==> src/rtl/fp_align_unit_pkg.sv <==
// Shared constants, state encoding and helpers for the FP add/sub front end.
package fp_pkg;

  localparam int EXP_W    = 8;
  localparam int FRAC_W   = 23;
  localparam int MANT_W   = 24;
  localparam int EXP_BIAS = 127;

  typedef enum logic [1:0] {
    ST_IDLE  = 2'd0,
    ST_SHIFT = 2'd1,
    ST_DONE  = 2'd2
  } state_e;

  // Bits to shift this cycle: the per-cycle step, or fewer on the last cycle.
  function automatic logic [4:0] shift_amt(input logic [4:0] remaining, input logic [4:0] step);
    return (remaining < step) ? remaining : step;
  endfunction

endpackage

==> src/rtl/fp_align_unit_if.sv <==
// Operand/result handshake bundle between the align unit and its neighbours.
interface fp_align_unit_if;
  import fp_pkg::*;

  logic              in_valid;
  logic              in_ready;
  logic [31:0]       a;
  logic [31:0]       b;
  logic              out_valid;
  logic              out_ready;
  logic              s1;
  logic              s2;
  logic [MANT_W-1:0] m1;
  logic [MANT_W-1:0] m2;
  logic [EXP_W-1:0]  e1;

  modport master (
    output in_valid, a, b, out_ready,
    input  in_ready, out_valid, s1, s2, m1, m2, e1
  );

  modport slave (
    input  in_valid, a, b, out_ready,
    output in_ready, out_valid, s1, s2, m1, m2, e1
  );

endinterface

==> src/rtl/fp_align_unit_unpack.sv <==
// Combinational binary32 unpack: sign, raw exponent, effective exponent, 24-bit mantissa.
// With FP_ALIGN_FTZ_EN defined, exp==0 inputs flush to signed zero (mant 0, effexp 0).
module fp_unpack
  import fp_pkg::*;
(
  input  logic [31:0]       word,
  output logic              sign,
  output logic [EXP_W-1:0]  exp_raw,
  output logic [EXP_W-1:0]  eff_exp,
  output logic [MANT_W-1:0] mant
);

  logic is_zero_exp;

  assign sign        = word[31];
  assign exp_raw     = word[30:23];
  assign is_zero_exp = (exp_raw == '0);

`ifdef FP_ALIGN_FTZ_EN
  assign mant    = is_zero_exp ? '0 : {1'b1, word[FRAC_W-1:0]};
  assign eff_exp = exp_raw;
`else
  // Subnormals share the exponent of the smallest normal, so they align with it.
  assign mant    = {!is_zero_exp, word[FRAC_W-1:0]};
  assign eff_exp = is_zero_exp ? 8'd1 : exp_raw;
`endif

endmodule

==> src/rtl/fp_align_unit.sv <==
// Operand ordering and multi-cycle exponent alignment for FP add/sub.
// Optional flush-to-zero of exp==0 inputs: define FP_ALIGN_FTZ_EN.
//
//   state    | meaning
//   ---------+-----------------------------------------------------
//   ST_IDLE  | waiting for an operand pair, in_ready high
//   ST_SHIFT | shifting m2 right by up to SHIFT_STEP bits per cycle
//   ST_DONE  | result presented, held until out_ready
module fp_align_unit
  import fp_pkg::*;
#(
  parameter int SHIFT_STEP = 4
) (
  input  logic           clk,
  input  logic           rst,
  fp_align_unit_if.slave bus
);

  localparam logic [4:0] STEP = 5'(SHIFT_STEP);

  state_e            state_q, state_d;
  logic [4:0]        rem_q, rem_d;
  logic              s1_q, s1_d, s2_q, s2_d;
  logic [MANT_W-1:0] m1_q, m1_d, m2_q, m2_d;
  logic [EXP_W-1:0]  e1_q, e1_d;

  logic              sa, sb;
  logic [EXP_W-1:0]  ra, rb, ea, eb;
  logic [MANT_W-1:0] ma, mb;
  logic              a_ge_b;
  logic [EXP_W-1:0]  diff;
  logic [4:0]        amt;

  fp_unpack u_unpack_a (.word(bus.a), .sign(sa), .exp_raw(ra), .eff_exp(ea), .mant(ma));
  fp_unpack u_unpack_b (.word(bus.b), .sign(sb), .exp_raw(rb), .eff_exp(eb), .mant(mb));

  // Magnitude order on {exp, frac}; ties go to A. Flushed inputs compare with frac 0.
  assign a_ge_b = {ra, ma[FRAC_W-1:0]} >= {rb, mb[FRAC_W-1:0]};
  assign diff   = a_ge_b ? (ea - eb) : (eb - ea);
  assign amt    = shift_amt(rem_q, STEP);

  assign bus.in_ready  = (state_q == ST_IDLE) && !rst;
  assign bus.out_valid = (state_q == ST_DONE);
  assign bus.s1        = s1_q;
  assign bus.s2        = s2_q;
  assign bus.m1        = m1_q;
  assign bus.m2        = m2_q;
  assign bus.e1        = e1_q;

  // Next-state: load ordered operands on accept, shift m2 down, release on out_ready.
  always_comb begin
    state_d = state_q;
    rem_d   = rem_q;
    s1_d    = s1_q;
    s2_d    = s2_q;
    m1_d    = m1_q;
    m2_d    = m2_q;
    e1_d    = e1_q;
    case (state_q)
      ST_IDLE: begin
        if (bus.in_valid) begin
          s1_d = a_ge_b ? sa : sb;
          s2_d = a_ge_b ? sb : sa;
          m1_d = a_ge_b ? ma : mb;
          m2_d = a_ge_b ? mb : ma;
          e1_d = a_ge_b ? ra : rb;
          if (diff == '0) begin
            state_d = ST_DONE;
          end else if (diff >= 8'd24) begin
            m2_d    = '0;
            state_d = ST_DONE;
          end else begin
            rem_d   = diff[4:0];
            state_d = ST_SHIFT;
          end
        end
      end
      ST_SHIFT: begin
        m2_d  = m2_q >> amt;
        rem_d = rem_q - amt;
        if (rem_d == '0) state_d = ST_DONE;
      end
      ST_DONE: begin
        if (bus.out_ready) state_d = ST_IDLE;
      end
      default: state_d = ST_IDLE;
    endcase
  end

  // State and result registers; reset aborts any operation in flight.
  always_ff @(posedge clk) begin
    if (rst) begin
      state_q <= ST_IDLE;
      rem_q   <= '0;
      s1_q    <= 1'b0;
      s2_q    <= 1'b0;
      m1_q    <= '0;
      m2_q    <= '0;
      e1_q    <= '0;
    end else begin
      state_q <= state_d;
      rem_q   <= rem_d;
      s1_q    <= s1_d;
      s2_q    <= s2_d;
      m1_q    <= m1_d;
      m2_q    <= m2_d;
      e1_q    <= e1_d;
    end
  end

endmodule
==> src/flat_wrapper.sv <==
// flat-port wrapper written by rule: the top's interface ports become plain ports
module fp_align_unit_flat import fp_pkg::*;
#(
  parameter int SHIFT_STEP = 4
)
  (clk, rst, bus_in_valid, bus_a, bus_b, bus_out_ready, bus_in_ready, bus_out_valid, bus_s1, bus_s2, bus_m1, bus_m2, bus_e1);
  fp_align_unit_if bus_i ();
  input  logic clk;
  input  logic rst;
  input wire logic [$bits(bus_i.in_valid)-1:0] bus_in_valid;
  input wire logic [$bits(bus_i.a)-1:0] bus_a;
  input wire logic [$bits(bus_i.b)-1:0] bus_b;
  input wire logic [$bits(bus_i.out_ready)-1:0] bus_out_ready;
  output wire logic [$bits(bus_i.in_ready)-1:0] bus_in_ready;
  output wire logic [$bits(bus_i.out_valid)-1:0] bus_out_valid;
  output wire logic [$bits(bus_i.s1)-1:0] bus_s1;
  output wire logic [$bits(bus_i.s2)-1:0] bus_s2;
  output wire logic [$bits(bus_i.m1)-1:0] bus_m1;
  output wire logic [$bits(bus_i.m2)-1:0] bus_m2;
  output wire logic [$bits(bus_i.e1)-1:0] bus_e1;
  assign bus_i.in_valid = bus_in_valid;
  assign bus_i.a = bus_a;
  assign bus_i.b = bus_b;
  assign bus_i.out_ready = bus_out_ready;
  assign bus_in_ready = bus_i.in_ready;
  assign bus_out_valid = bus_i.out_valid;
  assign bus_s1 = bus_i.s1;
  assign bus_s2 = bus_i.s2;
  assign bus_m1 = bus_i.m1;
  assign bus_m2 = bus_i.m2;
  assign bus_e1 = bus_i.e1;
  fp_align_unit #(.SHIFT_STEP(SHIFT_STEP)) u_core (.clk(clk), .rst(rst), .bus(bus_i));
endmodule
==> config.mk <==
export PLATFORM = sky130hd
export DESIGN_NAME = fp_align_unit_flat
export DESIGN_NICKNAME = d
export VERILOG_FILES = /design/src/rtl/fp_align_unit_pkg.sv /design/src/rtl/fp_align_unit_if.sv /design/src/rtl/fp_align_unit_unpack.sv /design/src/rtl/fp_align_unit.sv /design/src/flat_wrapper.sv
export SDC_FILE = /design/constraint.sdc
export NUM_CORES = 1
export LEC_CHECK = 0
export ABC_AREA = 1
export BUFFER_PORTS_ARGS = -buffer_cell sky130_fd_sc_hd__buf_2
export CELL_PAD_IN_SITES_DETAIL_PLACEMENT = 0
export CELL_PAD_IN_SITES_GLOBAL_PLACEMENT = 1
export CORE_ASPECT_RATIO = 0.8
export CORE_MARGIN = 2
export CORE_UTILIZATION = 41
export DETAILED_ROUTE_END_ITERATION = 7
export PLACE_DENSITY = 0.87
export SLEW_MARGIN = 5
export SYNTH_ARGS = -nofsm -noshare
export SYNTH_HDL_FRONTEND = slang
export SYNTH_SLANG_ARGS = --single-unit
==> constraint.sdc <==
create_clock -name clk -period 7.5 [get_ports clk]
set_input_delay 1.125 -clock clk [delete_from_list [all_inputs] [get_ports clk]]
set_output_delay 1.125 -clock clk [all_outputs]
set_load 0.01 [all_outputs]
* Word-level counts from Yosys, hierarchy flattened
Index checks and enable logic that the tools add are counted.
** Operators by class
- Mux-type cells :: 23
- Add/subtract/negate cells :: 3
- $lt $le $gt $ge :: 3
- Reduce and logical (&&, ||, !) cells :: 14
- Shifts and indexed selects :: 1
- Equal/unequal tests :: 7
** Operators with widths (number)
- 2-to-1 mux 24 bit :: 5
- case mux 24 bit (2 select lines) :: 1
- 2-to-1 mux 8 bit :: 4
- >= comparator 31 bit :: 1
- logical NOT 8 bit :: 3
- right shift 24 x 5 -> 24 bit :: 1
- 2-to-1 mux 5 bit :: 4
- subtractor 8 bit :: 2
- 2-to-1 mux 2 bit :: 5
- case mux 5 bit (2 select lines) :: 1
- >= comparator 8 x 5 -> 1 bit (second input constant) :: 1
- != test 2 bit (second input constant) :: 4
- case mux 2 bit (3 select lines) :: 1
- logical NOT 5 bit :: 1
- < comparator 5 x 3 -> 1 bit (second input constant) :: 1
- subtractor 5 bit :: 1
- AND reduction 2 bit :: 2
- AND reduction 4 bit :: 1
- logical NOT 1 bit :: 3
- AND reduction 3 bit :: 1
- equality test 2 x 1 -> 1 bit (second input constant) :: 1
- equality test 2 bit (second input constant) :: 1
- logical NOT 2 bit :: 1
- 2-to-1 mux 1 bit :: 2
- other kinds (3) :: 3
** Storage, ports and cells
- Logic and storage cells :: 58
- Bits in registers :: 65
- Input bits :: 68
- Output and inout port bits :: 60

* Depth between registers and ports, before layout
Gate-level depths: netlist of the first run.
- Depth in word-level cells :: 9
- Gate-level depth with buffers :: 25
- Gate-level depth less buffers :: 25

* Cells and area by module
Synthesis of the first run repeated with hierarchy kept, for this count alone.
** Second synthesis, totals
- Cell total of the unflattened synthesis :: 986
- Area, all modules :: 6391.1 um^2
** Modules (own cells, without submodules)
- fp_align_unit :: instances 1, cells an instance 890, sequential area each 1301.2 um^2, area an instance 5783.0 um^2
- fp_unpack :: instances 2, cells an instance 48, sequential area each 0.0 um^2, area an instance 304.0 um^2

* Worst setup path after synthesis of the first run
No wires, ideal clock.
- Path type :: input-to-reg
- Start point :: in bus_a[25]
- End point :: reg u_core.rem_q[1]
- Buffers on the path :: 0
- Library setup time :: 114 ps
- Slack :: 3877 ps
- Stages :: 24
- Data required time :: 7386 ps
- Data arrival time :: 3510 ps
- Path through :: nor4_1 > nand3_1 > nor3_1 > nor2_1 > inv_1 > ha_1 > inv_1 > fa_1 > inv_1 > nor2_1 > nand2_1 > nand4_1 > nand2_1 > nand2_1 > nor2_1 > nand3_1 > nand2_2 > inv_2 > nor2_2 > nand3_2 > nand3_2 > nand2_1 > nand2_1 > nor2_1
** Between the ends
- Cells in the longest elaborated chain, start to end :: 8
- Elaborated cells on any way between the ends :: 15
- Classes of those cells :: add/sub (2); order compare (2); eq/ne (2); mux (6); reduce/logical (3)
** RTL lines
- start, declared :: RTL line flat_wrapper.sv:11 : input wire logic [$bits(bus_i.a)-1:0] bus_a;
- logical NOT 8 bit :: RTL line fp_align_unit_unpack.sv:17 : assign is_zero_exp = (exp_raw == '0);
- 2-to-1 mux 8 bit :: RTL line fp_align_unit_unpack.sv:25 : assign eff_exp = is_zero_exp ? 8'd1 : exp_raw;
- subtractor 8 bit :: RTL line fp_align_unit.sv:39 : assign diff = a_ge_b ? (ea - eb) : (eb - ea);
- 2-to-1 mux 8 bit * :: RTL line fp_align_unit.sv:39
- branches (longest 4 deep; another with >= comparator 8 x 5 -> 1 bit)
- end signal, assigned :: RTL line fp_align_unit.sv:102 : rem_q <= rem_d;
- end, declared :: RTL line fp_align_unit.sv:22 : logic [4:0] rem_q, rem_d;
Every way passes the cells marked *. The select of a mux whose other input is x is not followed.
A chain may end at the register's enable or synchronous reset.

* Worst setup path in the final report of the first run
- Start point :: in bus_a[24]
- End point :: reg u_core.m2_q[1] (netlist: u_core.bus.m2[1])
** Between the ends
- Cells in the longest elaborated chain, start to end :: 9
- Elaborated cells on any way between the ends :: 13
- Classes of those cells :: add/sub (2); order compare (2); mux (7); reduce/logical (2)
** RTL lines
- logical NOT 8 bit :: RTL line fp_align_unit_unpack.sv:17
- 2-to-1 mux 8 bit :: RTL line fp_align_unit_unpack.sv:25
- subtractor 8 bit :: RTL line fp_align_unit.sv:39
- 2-to-1 mux 8 bit :: RTL line fp_align_unit.sv:39
- >= comparator 8 x 5 -> 1 bit :: RTL line fp_align_unit.sv:69 : end else if (diff >= 8'd24) begin
- 2-to-1 mux 24 bit :: RTL line fp_align_unit.sv:69
- 2-to-1 mux 24 bit * :: RTL line fp_align_unit.sv:67 : if (diff == '0) begin
- 2-to-1 mux 24 bit * :: RTL line fp_align_unit.sv:61 : if (bus.in_valid) begin
- case mux 24 bit (2 select lines) * :: RTL line fp_align_unit.sv:59 : case (state_q)
- end signal, assigned :: RTL line fp_align_unit.sv:106 : m2_q <= m2_d;
- end, declared :: RTL line fp_align_unit.sv:24 : logic [MANT_W-1:0] m1_q, m1_d, m2_q, m2_d;
Mark *: on every way between the ends. The rest lies on a longest branch, timed or not. The select of a mux whose other input is x is not followed.

==> metrics.yaml, run 1 <==
timing:
  fin_crit_ns: 4.33
  maxSlewViolCount: 0
  worst_pin_slew_ns: 1.03
  finalClockSkew_ns: 0.00624
  fin_crit_sh: 0.577
  hold_viol: 0
  setup_tns_ns: 0
  rsz0062_at_grt: "no"
  slew_headroom: 0.312
  holdWs_ns: 0.462
  setup_violations: 0
  timing.fmax_ghz: 0.231
grt:
  grt_pass1_vias: 5702
  grt_usage: 0.243
  grt_pass1_wl_mm: 29.2
  grt_max_degree: 84
  antenna_found_initial: 0
  grt_overflow: 0
worst_setup_path:
  required_ns: 7.79
  max_stage_delay_ns: 0.47
  startpoint: "bus_a[24]"
  worstReg2RegEnd: "u_core.bus.m2[7]"
  crit_chain: "buf_2 > nor4_1 > nand3_1 > nor3_1 > nor2_1 > inv_1 > ha_1 > inv_1 > fa_1 > inv_1 > nor2_1 > nand2_1 > nand4_1 > nand2_1 > nand2_1 > nor2_1 > nand3_1 > nand2_2 > nand2_4 > nor2_8 > o211ai_1 > a21oi_1"
  r2r_setup_slack_ns: 4.35
  critPathMaxFanout: 23
  cp_data_arrival_time_ns: 4.62
  start_kind: "primary input"
  crit_end: "u_core.bus.m2[1]"
  r2r-start: "u_core.state_q[0]"
  rr_worst_depth: 8
  worstSetupEndpointType: "flop"
  cp_slowest_cell: "nor3_1"
  path_class: "primary input to flop"
pwr:
  switching_power_w: 0.00110
  p_leak_nw: 3.49
  peakVddDrop_mv: 0.175
  clock_power_share: 0.198
  powerDensity_nw_per_um2: 325
  swShare: 0.496
  power_frac_seq: 0.253
  p_comb_frac: 0.550
  internal-power_w: 0.00112
floorplan:
  io_pins: 128
  die_y_um: 111
  dieArea_um2: 15300
  core_um2: 14200
  num_rows: 39
  die_w_um: 138
  initial_core_util: 0.415
flow_run:
  cap_violations: 0
detailed_routing:
  first_pass_iters: 5
  drt_wl_total_mm: 18.1
  drcViolationCount: 0
  wl_per_cell_um: 14.9
  num_vias: 6185
  viasPerCell: 5.09
  antenna_left: 0
  drt_iter0_drc: 449
layout:
  finish.utilization: 0.481
  final_nets: 1142
  fill_cells: 1557
  syn_to_final_growth_pct: 15.8
  drive_gt1_frac: 0.197
  antennaDiodeCount: 0
synth:
  syn_avg_cell_area_um2: 6.25
  synthFlopType: "dfxtp_1"
  synthCells: 940
  synth_nets: 1056
  synth_area_leader_cell: "dfxtp_1"
  synth.distinct_cells: 44
  yosysTopAreaCellShare: 0.221
  async_flop_share: 0
  synth-warning-count: 0
  ys_ff_latch: 65
  synth-edff-count: 0
  seq_area_frac_synth: 0.221
  netlist_area_um2: 5880
  yosys-top-cells-area: "dfxtp_1, nand2_1, ha_1"
clock_network:
  numCtsBuffers: 9
  clock_tree.buffer_depth: 2
  cts_max_level: 3
  cts_hold_buf: 0
  cts_tree: "built"
  cts-root-buf: "clkbuf_16"
  cts-resized-gates: 0
  cts_num_sinks: 65
  postCtsSetupBuffers: 0
  clk_latency_ns: 0.35
  path_clk_slew_ns: 0.06
placed_design:
  portBuffers: 127
  hpwl_mm: 13.6
  gp_congestion: 0.883
status:
  status: "completed"
hold_path:
  min_path_type: "flop to flop"
-- per-stage QoR --
step                cell area, µm²  total power [W]  instances  setup slack (ns)
finish                        6800          0.00221       1215              3.17
global route                  6800          0.00242       1215              2.89
CTS                           6800          0.00222       1215              3.18
detailed placement            6520          0.00177       1199              2.85
global placement              6520          0.00177       1199              2.73
floorplan                     5880          0.00143        940              3.88
-- worst min-delay path by stage --
stage / start / endpoint / slack, ns / depth (start not counted)
2_1_floorplan: u_core.bus.e1[0] / u_core.bus.e1[0] / 0.49 / 2
3_3_place_gp: u_core.bus.m1[11] / u_core.bus.m1[11] / 0.45 / 2
3_5_place_dp: u_core.bus.m1[18] / u_core.bus.m1[18] / 0.45 / 2
4_1_cts: u_core.bus.m1[18] / u_core.bus.m1[18] / 0.46 / 2
5_1_grt: u_core.bus.m1[18] / u_core.bus.m1[18] / 0.48 / 2
6_report: u_core.bus.e1[7] / u_core.bus.e1[7] / 0.46 / 2
-- cells in the mapped netlist, types with 3 or more instances --
library cell,count
nand2_1,239
inv_1,135
o21ai_0,101
a21oi_1,93
dfxtp_1,65
nor2_1,50
ha_1,46
clkbuf_1,44
nand3_1,26
a21oi_2,13
o211ai_1,13
o211ai_2,13
inv_2,9
nand4_1,8
a211oi_1,7
a31oi_1,7
nand2_2,7
nor2_4,6
o21ai_1,6
buf_2,5
xor2_1,5
nor2_2,4
buf_4,3
mux2i_1,3
nand2_4,3
o22ai_1,3
-- per-layer routing --
metal | GRT usage | wire, µm
met1 | 0.352 | 8950
met2 | 0.369 | 7800
met3 | 0.0462 | 1100
met4 | 0.0612 | 242
met5 | 0 | 0
-- power groups by stage --
stage | Combinational (W) | Clock, W | Sequential (W)
global placement | 0.00121 | 0 | 0.000564
floorplan | 0.000841 | 0 | 0.000587
finish | 0.00122 | 0.000437 | 0.000558
global route | 0.00138 | 0.000460 | 0.000575
detailed placement | 0.00121 | 0 | 0.000565
CTS | 0.00121 | 0.000446 | 0.000559
-- state kept, by name (all words and copies together) (netlist names) --
| signal | cells |
|---|---|
| u_core.bus.m2 | 24 |
| u_core.rem_q | 5 |
| u_core.bus.m1 | 24 |
| u_core.bus.s2 | 1 |
| u_core.state_q | 2 |
| u_core.bus.e1 | 8 |
| u_core.bus.s1 | 1 |
-- logic make-up after synthesis --
family,synth area share
xor gates and xnor gates,0.0104
buffers and inverters,0.135
other,0.000638
AOI/OAI and AO/OA,0.261
and+or+nand+nor,0.262
adders and majority gates,0.105
muxes,0.00511
DFF,0.221
-- critical path: cells and delay by family --
| family | cells | cell delay, ns |
|---|---|---|
| AOI/OAI and AO/OA | 2 | 0.37 |
| adders and majority gates | 2 | 0.55 |
| buffers and inverters | 4 | 0.37 |
| and+or+nand+nor | 14 | 2.17 |
-- area by class of cell --
type | count | area [µm²] | share of cell area
clock inverters | 5 | 56.3 | 0.00828
clock buffers | 11 | 233 | 0.0342
repair buffers | 130 | 658 | 0.0967
flip-flops and latches | 65 | 1300 | 0.191
well taps | 184 | 230 | 0.0338
inverters | 145 | 544 | 0.0800
multi-input cells | 675 | 3780 | 0.556
-- layout by cell type, fill, tap and decap left out, types with 3 or more instances in the layout --
cell       instances
a211oi_1           7
a21oi_1           93
a21oi_2           13
a31oi_1            7
buf_2            127
buf_4              3
clkbuf_16          9
dfxtp_1           65
ha_1              46
inv_1            135
inv_2              9
mux2i_1            3
nand2_1          239
nand2_2            7
nand2_4            3
nand3_1           26
nand4_1            8
nor2_1            50
nor2_2             4
nor2_4             6
o211ai_1          13
o211ai_2          13
o21ai_0          101
o21ai_1            6
o22ai_1            3
xor2_1             5
(Power assumes the default switching activity.)
==> inputs of run 2 (changes only) <==
--- a/config.mk
+++ b/config.mk
@@ -5,7 +5,7 @@
 export SDC_FILE = /design/constraint.sdc
 export NUM_CORES = 1
 export LEC_CHECK = 0
-export ABC_AREA = 1
+export ABC_AREA = 0
 export BUFFER_PORTS_ARGS = -buffer_cell sky130_fd_sc_hd__buf_2
 export CELL_PAD_IN_SITES_DETAIL_PLACEMENT = 0
 export CELL_PAD_IN_SITES_GLOBAL_PLACEMENT = 1
@@ -13,7 +13,7 @@
 export CORE_MARGIN = 2
 export CORE_UTILIZATION = 41
 export DETAILED_ROUTE_END_ITERATION = 7
-export PLACE_DENSITY = 0.87
+export PLACE_DENSITY = 0.82
 export SLEW_MARGIN = 5
 export SYNTH_ARGS = -nofsm -noshare
 export SYNTH_HDL_FRONTEND = slang
==> constraint.sdc (replaced) <==
create_clock -name clk -period 4.45 [get_ports clk]
set_input_delay 0.6675 -clock clk [delete_from_list [all_inputs] [get_ports clk]]
set_output_delay 0.6675 -clock clk [all_outputs]
set_load 0.01 [all_outputs]
==> metrics.yaml, run 2 <==
status:
  status: "completed"
worst_setup_path:
  cp_slowest_cell: "fa_1"
  path_class: "primary input to flop"
  start_kind: "primary input"
  crit_buf_inv: 2  # -2
  cp_data_arrival_time_ns: 4.17  # -0.45 ns
  max_stage_delay_ns: 0.41  # -0.06 ns
  worstSetupEndpointType: "flop"
  critPathMaxFanout: 4  # -83%
  crit_chain: "buf_2 > nor4_1 > nand2_1 > nand2b_1 > ha_1 > inv_1 > fa_1 > a211oi_1 > nor3_1 > a211o_1 > a221oi_2 > o311ai_1 > mux2i_1 > a21oi_2 > o311a_1"
  cp_top_family: "compound AO/OA/AOI/OAI gates"
  required_ns: 4.68  # -3.11 ns
clock_network:
  cts_num_sinks: 65  # unchanged
  postCtsSetupBuffers: 0  # unchanged
  cts_max_level: 3  # unchanged
  clk_latency_ns: 0.34  # about the same
  cts_hold_buf: 0  # unchanged
  clock_tree.buffer_depth: 2  # unchanged
  numCtsBuffers: 9  # unchanged
  cts-root-buf: "clkbuf_16"
  cts-resized-gates: 0  # unchanged
  cts_tree: "built"
  path_clk_slew_ns: 0.06  # about the same
synth:
  yosysTopAreaCellShare: 0.225  # +0.00398
  async_flop_share: 0  # unchanged
  yosys-top-cells-area: "dfxtp_1, ha_1, mux2i_1"
  synth_common_cells: "nor2_1, dfxtp_1, inv_1, mux2i_1, ha_1"
  ys_ff_latch: 65  # unchanged
  synth_area_leader_cell: "dfxtp_1"
  syn_avg_cell_area_um2: 8.64  # +38%
  synthCells: 668  # -29%
  netlist_area_um2: 5770  # -1.8%
  seq_area_frac_synth: 0.225  # +0.00398
  synth.distinct_cells: 65  # +48%
  synthFlopType: "dfxtp_1"
  synth-warning-count: 0  # unchanged
  synth_nets: 784  # -26%
  synth-edff-count: 0  # unchanged
  synth_most_common_cell: "nor2_1"
hold_path:
  min_path_type: "flop to flop"
layout:
  final_cell_mix: "buf_2, nor2_1, dfxtp_1, inv_1, mux2i_1"
  syn_to_final_growth_pct: 17.2
  final_nets: 876  # -23%
  drive_gt1_frac: 0.290  # +0.0933
  final_common_cell: "buf_2"
floorplan:
  die_w_um: 137  # -0.86%
  io_pins: 128  # unchanged
  num_rows: 38  # -2.6%
  initial_core_util: 0.423  # +0.00777
  die_y_um: 110  # -0.86%
  core_um2: 13600  # -3.6%
  dieArea_um2: 15100  # -1.7%
detailed_routing:
  drt_iter0_drc: 580  # +29%
  viasPerCell: 5.80  # +14%
  drcViolationCount: 0  # unchanged
  first_pass_iters: 5  # unchanged
  antenna_left: 0  # unchanged
  wl_per_cell_um: 18.8  # +26%
  num_vias: 5488  # -11%
  drt_wl_total_mm: 17.8  # -1.7%
grt:
  grt_overflow: 0  # unchanged
  antenna_found_initial: 1  # +1
  grt_max_degree: 69  # -18%
  grt_usage: 0.239  # -0.00386
  grt_pass1_vias: 5020  # -12%
  grt_pass1_wl_mm: 27.7  # -5.3%
placed_design:
  portBuffers: 127  # unchanged
  hpwl_mm: 13.8  # +1.8%
  gp_congestion: 0.948  # +7.4%
timing:
  fin_crit_sh: 0.885
  timing.fmax_ghz: 0.254
  setup_tns_ns: 0  # unchanged
  maxSlewViolCount: 0  # unchanged
  rsz0062_at_grt: "no"
  slew_headroom: 0.285  # -0.0261
  holdWs_ns: 0.462  # +0.000271 ns
  hold_viol: 0  # unchanged
  finalClockSkew_ns: 0.00868  # +0.00244 ns
  fin_crit_ns: 3.94
  setup_violations: 0  # unchanged
  worst_pin_slew_ns: 1.07  # +0.0359 ns
pwr:
  p_leak_nw: 3.14  # -10%
  powerDensity_nw_per_um2: 518  # +60%
  total_power_w: 0.00351  # +59%
  peakVddDrop_mv: 0.274  # +56%
flow_run:
  cap_violations: 0  # unchanged
[run 2: cell count changes in the layout (fill, tap and decap cells not counted), moves of 18 or more]
cell	before	now
a211oi_1	7	38
mux2i_1	3	51
a21oi_1	93	35
nand3_1	26	8
nor2_1	50	79
nor3_2	0	19
nand2_1	239	23
a221oi_2	0	19
inv_1	135	53
mux4_2	0	19
o21ai_0	101	38
[run 2: path summary, 6_finish.rpt]
check,cells past startpoint,slack (ns),end,startpoint
worst max-delay path,15,0.51,u_core.rem_q[2],bus_a[29]
worst min-delay path,2,0.46,u_core.bus.m1[23],u_core.bus.m1[23]
worst max register to register,8,1.69,u_core.bus.m2[11],u_core.rem_q[2]
worst min register to register,2,0.46,u_core.bus.m1[23],u_core.bus.m1[23]
[run 2: cells by family after synthesis]
| kind of cell | share of synthesized area |
|---|---|
| compound gates | 0.232 |
| xor+xnor | 0.0106 |
| fa+ha+maj | 0.107 |
| buf+inv | 0.0869 |
| flops | 0.225 |
| mux | 0.170 |
| other cells | 0.000650 |
| simple gates | 0.168 |
[run 2: area by class of cell]
cell class | instances | area, µm²
clock inverters | 5 | 85.1
well taps | 180 | 225
multi-input cells | 492 | 3990
inverters | 53 | 199
diodes | 1 | 2.50
clock buffers | 11 | 243
flip-flops and latches | 65 | 1300
fillers | 1300 | 6880
repair buffers | 139 | 726
[run 2: through the flow]
step | area (µm²) | util | setup WS (ns) | cells
after floorplan | 5770 | - | 0.817 | 668
after global placement | 6440 | 0.472 | 0.234 | 929
after detailed placement | 6440 | 0.472 | 0.214 | 929
after CTS | 6760 | 0.496 | 0.543 | 945
after global routing | 6770 | 0.496 | 0.162 | 946
final | 6770 | 0.496 | 0.512 | 946
[run 2: worst min-delay path, stage by stage (launching register included)]
cell and delay (ns):
dfxtp_1 0.31, nand2_1 0.05, a21oi_1 0.05
[run 2: power by group]
group | internal [W] | switching, W | total, W
registers | 0.000767 | 0.000216 | 0.000983
clock network | 0.000510 | 0.000282 | 0.000792
logic | 0.000743 | 0.000990 | 0.00173
[run 2: layer usage]
metal / share of wire / track usage / up-vias
met5: 0 / 0 / -
met4: 0.021 / 0.0692 / 0
met3: 0.069 / 0.0471 / 27
met2: 0.41 / 0.331 / 230
met1: 0.50 / 0.369 / 2568
li1: - / - / 2663
==> inputs of run 3 (changes only) <==
--- a/config.mk
+++ b/config.mk
@@ -14,6 +14,7 @@
 export CORE_UTILIZATION = 41
 export DETAILED_ROUTE_END_ITERATION = 7
 export PLACE_DENSITY = 0.82
+export SETUP_SLACK_MARGIN = 0.3
 export SLEW_MARGIN = 5
 export SYNTH_ARGS = -nofsm -noshare
 export SYNTH_HDL_FRONTEND = slang
==> constraint.sdc (replaced) <==
create_clock -name clk -period 4.45 [get_ports clk]
set_input_delay 0.89 -clock clk [delete_from_list [all_inputs] [get_ports clk]]
set_output_delay 0.89 -clock clk [all_outputs]
set_load 0.01 [all_outputs]
==> metrics.yaml, run 3 (synthesis gave the netlist of run 2 again) <==
status:
  status: "completed"
pwr:
  switching_power_w: 0.00151  # +1.6%
  clock_power_share: 0.212  # -0.014
  internal-power_w: 0.00197  # -2.7%
  p_leak_nw: 3.17  # +0.66%
  peakVddDrop_mv: 0.284  # +4.0%
  power_frac_seq: 0.283  # +0.003
  p_comb_frac: 0.505  # +0.011
  powerDensity_nw_per_um2: 509  # -1.8%
  swShare: 0.435  # +0.0105
worst_setup_path:
  start_kind: "primary input"
  max_stage_delay_ns: 0.41  # about the same
  worstSetupEndpointType: "flop"
  critPathMaxFanout: 9  # +5
  crit_chain: "buf_2 > nor4_2 > nand2_1 > nand2b_1 > ha_1 > inv_1 > fa_2 > a211oi_2 > nor2_1 > xor2_1 > a221oi_4 > and4_2 > buf_4 > a221oi_1 > nor3_1"
  path_class: "primary input to flop"
  cp_slowest_cell: "xor2_1"
  cp_data_arrival_time_ns: 4.08  # -0.09 ns
  required_ns: 4.64  # -0.04 ns
floorplan:
  dieArea_um2: 15100  # unchanged
  core_um2: 13600  # unchanged
  initial_core_util: 0.423  # unchanged
  io_pins: 128  # unchanged
  die_w_um: 137  # unchanged
  num_rows: 38  # unchanged
  die_y_um: 110  # unchanged
layout:
  final_nets: 879  # +0.34%
  final_cell_mix: "buf_2, nor2_1, dfxtp_1, inv_1, mux2i_1"
  final_common_cell: "buf_2"
  drive_gt1_frac: 0.303  # +0.0132
  antennaDiodeCount: 0  # -1
  syn_to_final_growth_pct: 18.3
  final-instance-count-excl-fill: 948  # +0.21%
  fill_cells: 1305  # +0.38%
placed_design:
  portBuffers: 127  # unchanged
  hpwl_mm: 13.8  # about the same
  placed_cells: 931  # +0.22%
  gp_congestion: 0.938  # -1.0%
clock_network:
  cts_hold_buf: 0  # unchanged
  cts-root-buf: "clkbuf_16"
  path_clk_slew_ns: 0.06  # about the same
  cts_tree: "built"
  clk_latency_ns: 0.34  # about the same
  cts_num_sinks: 65  # unchanged
  cts_max_level: 3  # unchanged
  clock_tree.buffer_depth: 2  # unchanged
  numCtsBuffers: 9  # unchanged
grt:
  grt_overflow: 0  # unchanged
  grt_pass1_vias: 5056  # +0.72%
  grt_pass1_wl_mm: 27.9  # +0.90%
  grt_max_degree: 67  # -2.9%
  grt_usage: 0.243  # +0.00344
  antenna_found_initial: 0  # -1
detailed_routing:
  viasPerCell: 5.74  # -1.1%
  antenna_left: 0  # unchanged
  num_vias: 5440  # -0.87%
  drcViolationCount: 0  # unchanged
  drt_wl_total_mm: 17.8  # +0.33%
  first_pass_iters: 5  # unchanged
  wl_per_cell_um: 18.8  # +0.11%
  drt_iter0_drc: 496  # -14%
timing:
  fin_crit_ns: 3.89  # -0.0480 ns
  hold_viol: 0  # unchanged
  maxSlewViolCount: 0  # unchanged
  worst_pin_slew_ns: 1.09  # +0.0252 ns
  finalClockSkew_ns: 0.00353  # -0.00515 ns
  timing.fmax_ghz: 0.257  # +1.2%
  setup_violations: 0  # unchanged
  fin_crit_sh: 0.874  # -0.0108
  slew_headroom: 0.269  # -0.0169
  rsz0062_at_grt: "no"
  setup_tns_ns: 0  # unchanged
flow_run:
  cap_violations: 0  # unchanged
hold_path:
  min_path_type: "flop to flop"
-- run 3: cell types whose count changed in the layout (fill, tap and decap cells not counted), sizes merged --
cell,previous run,this run
clkbuf,11,9
buf,139,142
clkinv,0,3
diode,1,0
bufinv,2,1
-- run 3: stage by stage --
| stage | worst slack, ns | hold slack, ns | instance area [µm²] | power [W] | util |
|---|---|---|---|---|---|
| 2_1_floorplan | 0.595 | 0.476 | 5770 | 0.00220 | - |
| 3_3_place_gp | 0.155 | 0.451 | 6480 | 0.00269 | 0.475 |
| 3_5_place_dp | 0.123 | 0.466 | 6480 | 0.00273 | 0.475 |
| 4_1_cts | 0.473 | 0.474 | 6780 | 0.00348 | 0.497 |
| 5_1_grt | 0.315 | 0.479 | 6830 | 0.00373 | 0.500 |
| 6_report | 0.560 | 0.465 | 6830 | 0.00348 | 0.500 |
-- run 3: layout make-up --
class / count / area (µm²) / area share
clock buffers: 9 / 225 / 0.0330
repair buffers: 142 / 773 / 0.113
well taps: 180 / 225 / 0.0330
multi-input cells: 492 / 4030 / 0.590
inverters: 53 / 199 / 0.0291
clock inverters: 7 / 77.6 / 0.0114
flip-flops and latches: 65 / 1300 / 0.191
-- run 3: repair_timing --
item | in CTS | in global routing
setup buffers | 0 | 1
endpoints found under the setup margin | 0 | 20
resized for setup | 0 | 8
-- run 3: critical path: cells and delay by family --
kind	cells	cell delay [ns]
buffers and inverters	3	0.38
AOI/OAI and AO/OA	3	0.80
and+or+nand+nor	6	1.04
xor gates and xnor gates	1	0.41
adders and majority gates	2	0.57
-- run 3: final timing paths --
kind                                   startpoint                end  slack (ns)  cells after the start
worst max-delay path                    bus_a[29]   u_core.bus.m2[3]        0.56                     15
worst max register to register    u_core.rem_q[2]   u_core.bus.m2[3]        1.91                      6
worst min-delay path            u_core.bus.m1[23]  u_core.bus.m1[23]        0.46                      2
worst min register to register  u_core.bus.m1[23]  u_core.bus.m1[23]        0.46                      2
-- run 3: layer usage --
layer | GRT usage | part of all wire | up-vias
li1 | - | - | 2655
met1 | 0.369 | 0.50 | 2584
met2 | 0.346 | 0.42 | 183
met3 | 0.0517 | 0.070 | 18
met4 | 0.0580 | 0.012 | 0
met5 | 0 | 0 | -
-- run 3: power groups by stage --
stage	combinational (W)	clock, W	sequential, W
finish	0.00176	0.000737	0.000983
global route	0.00195	0.000775	0.00101
CTS	0.00175	0.000752	0.000980
detailed placement	0.00174	0	0.000991
global placement	0.00171	0	0.000981
floorplan	0.00121	0	0.000991
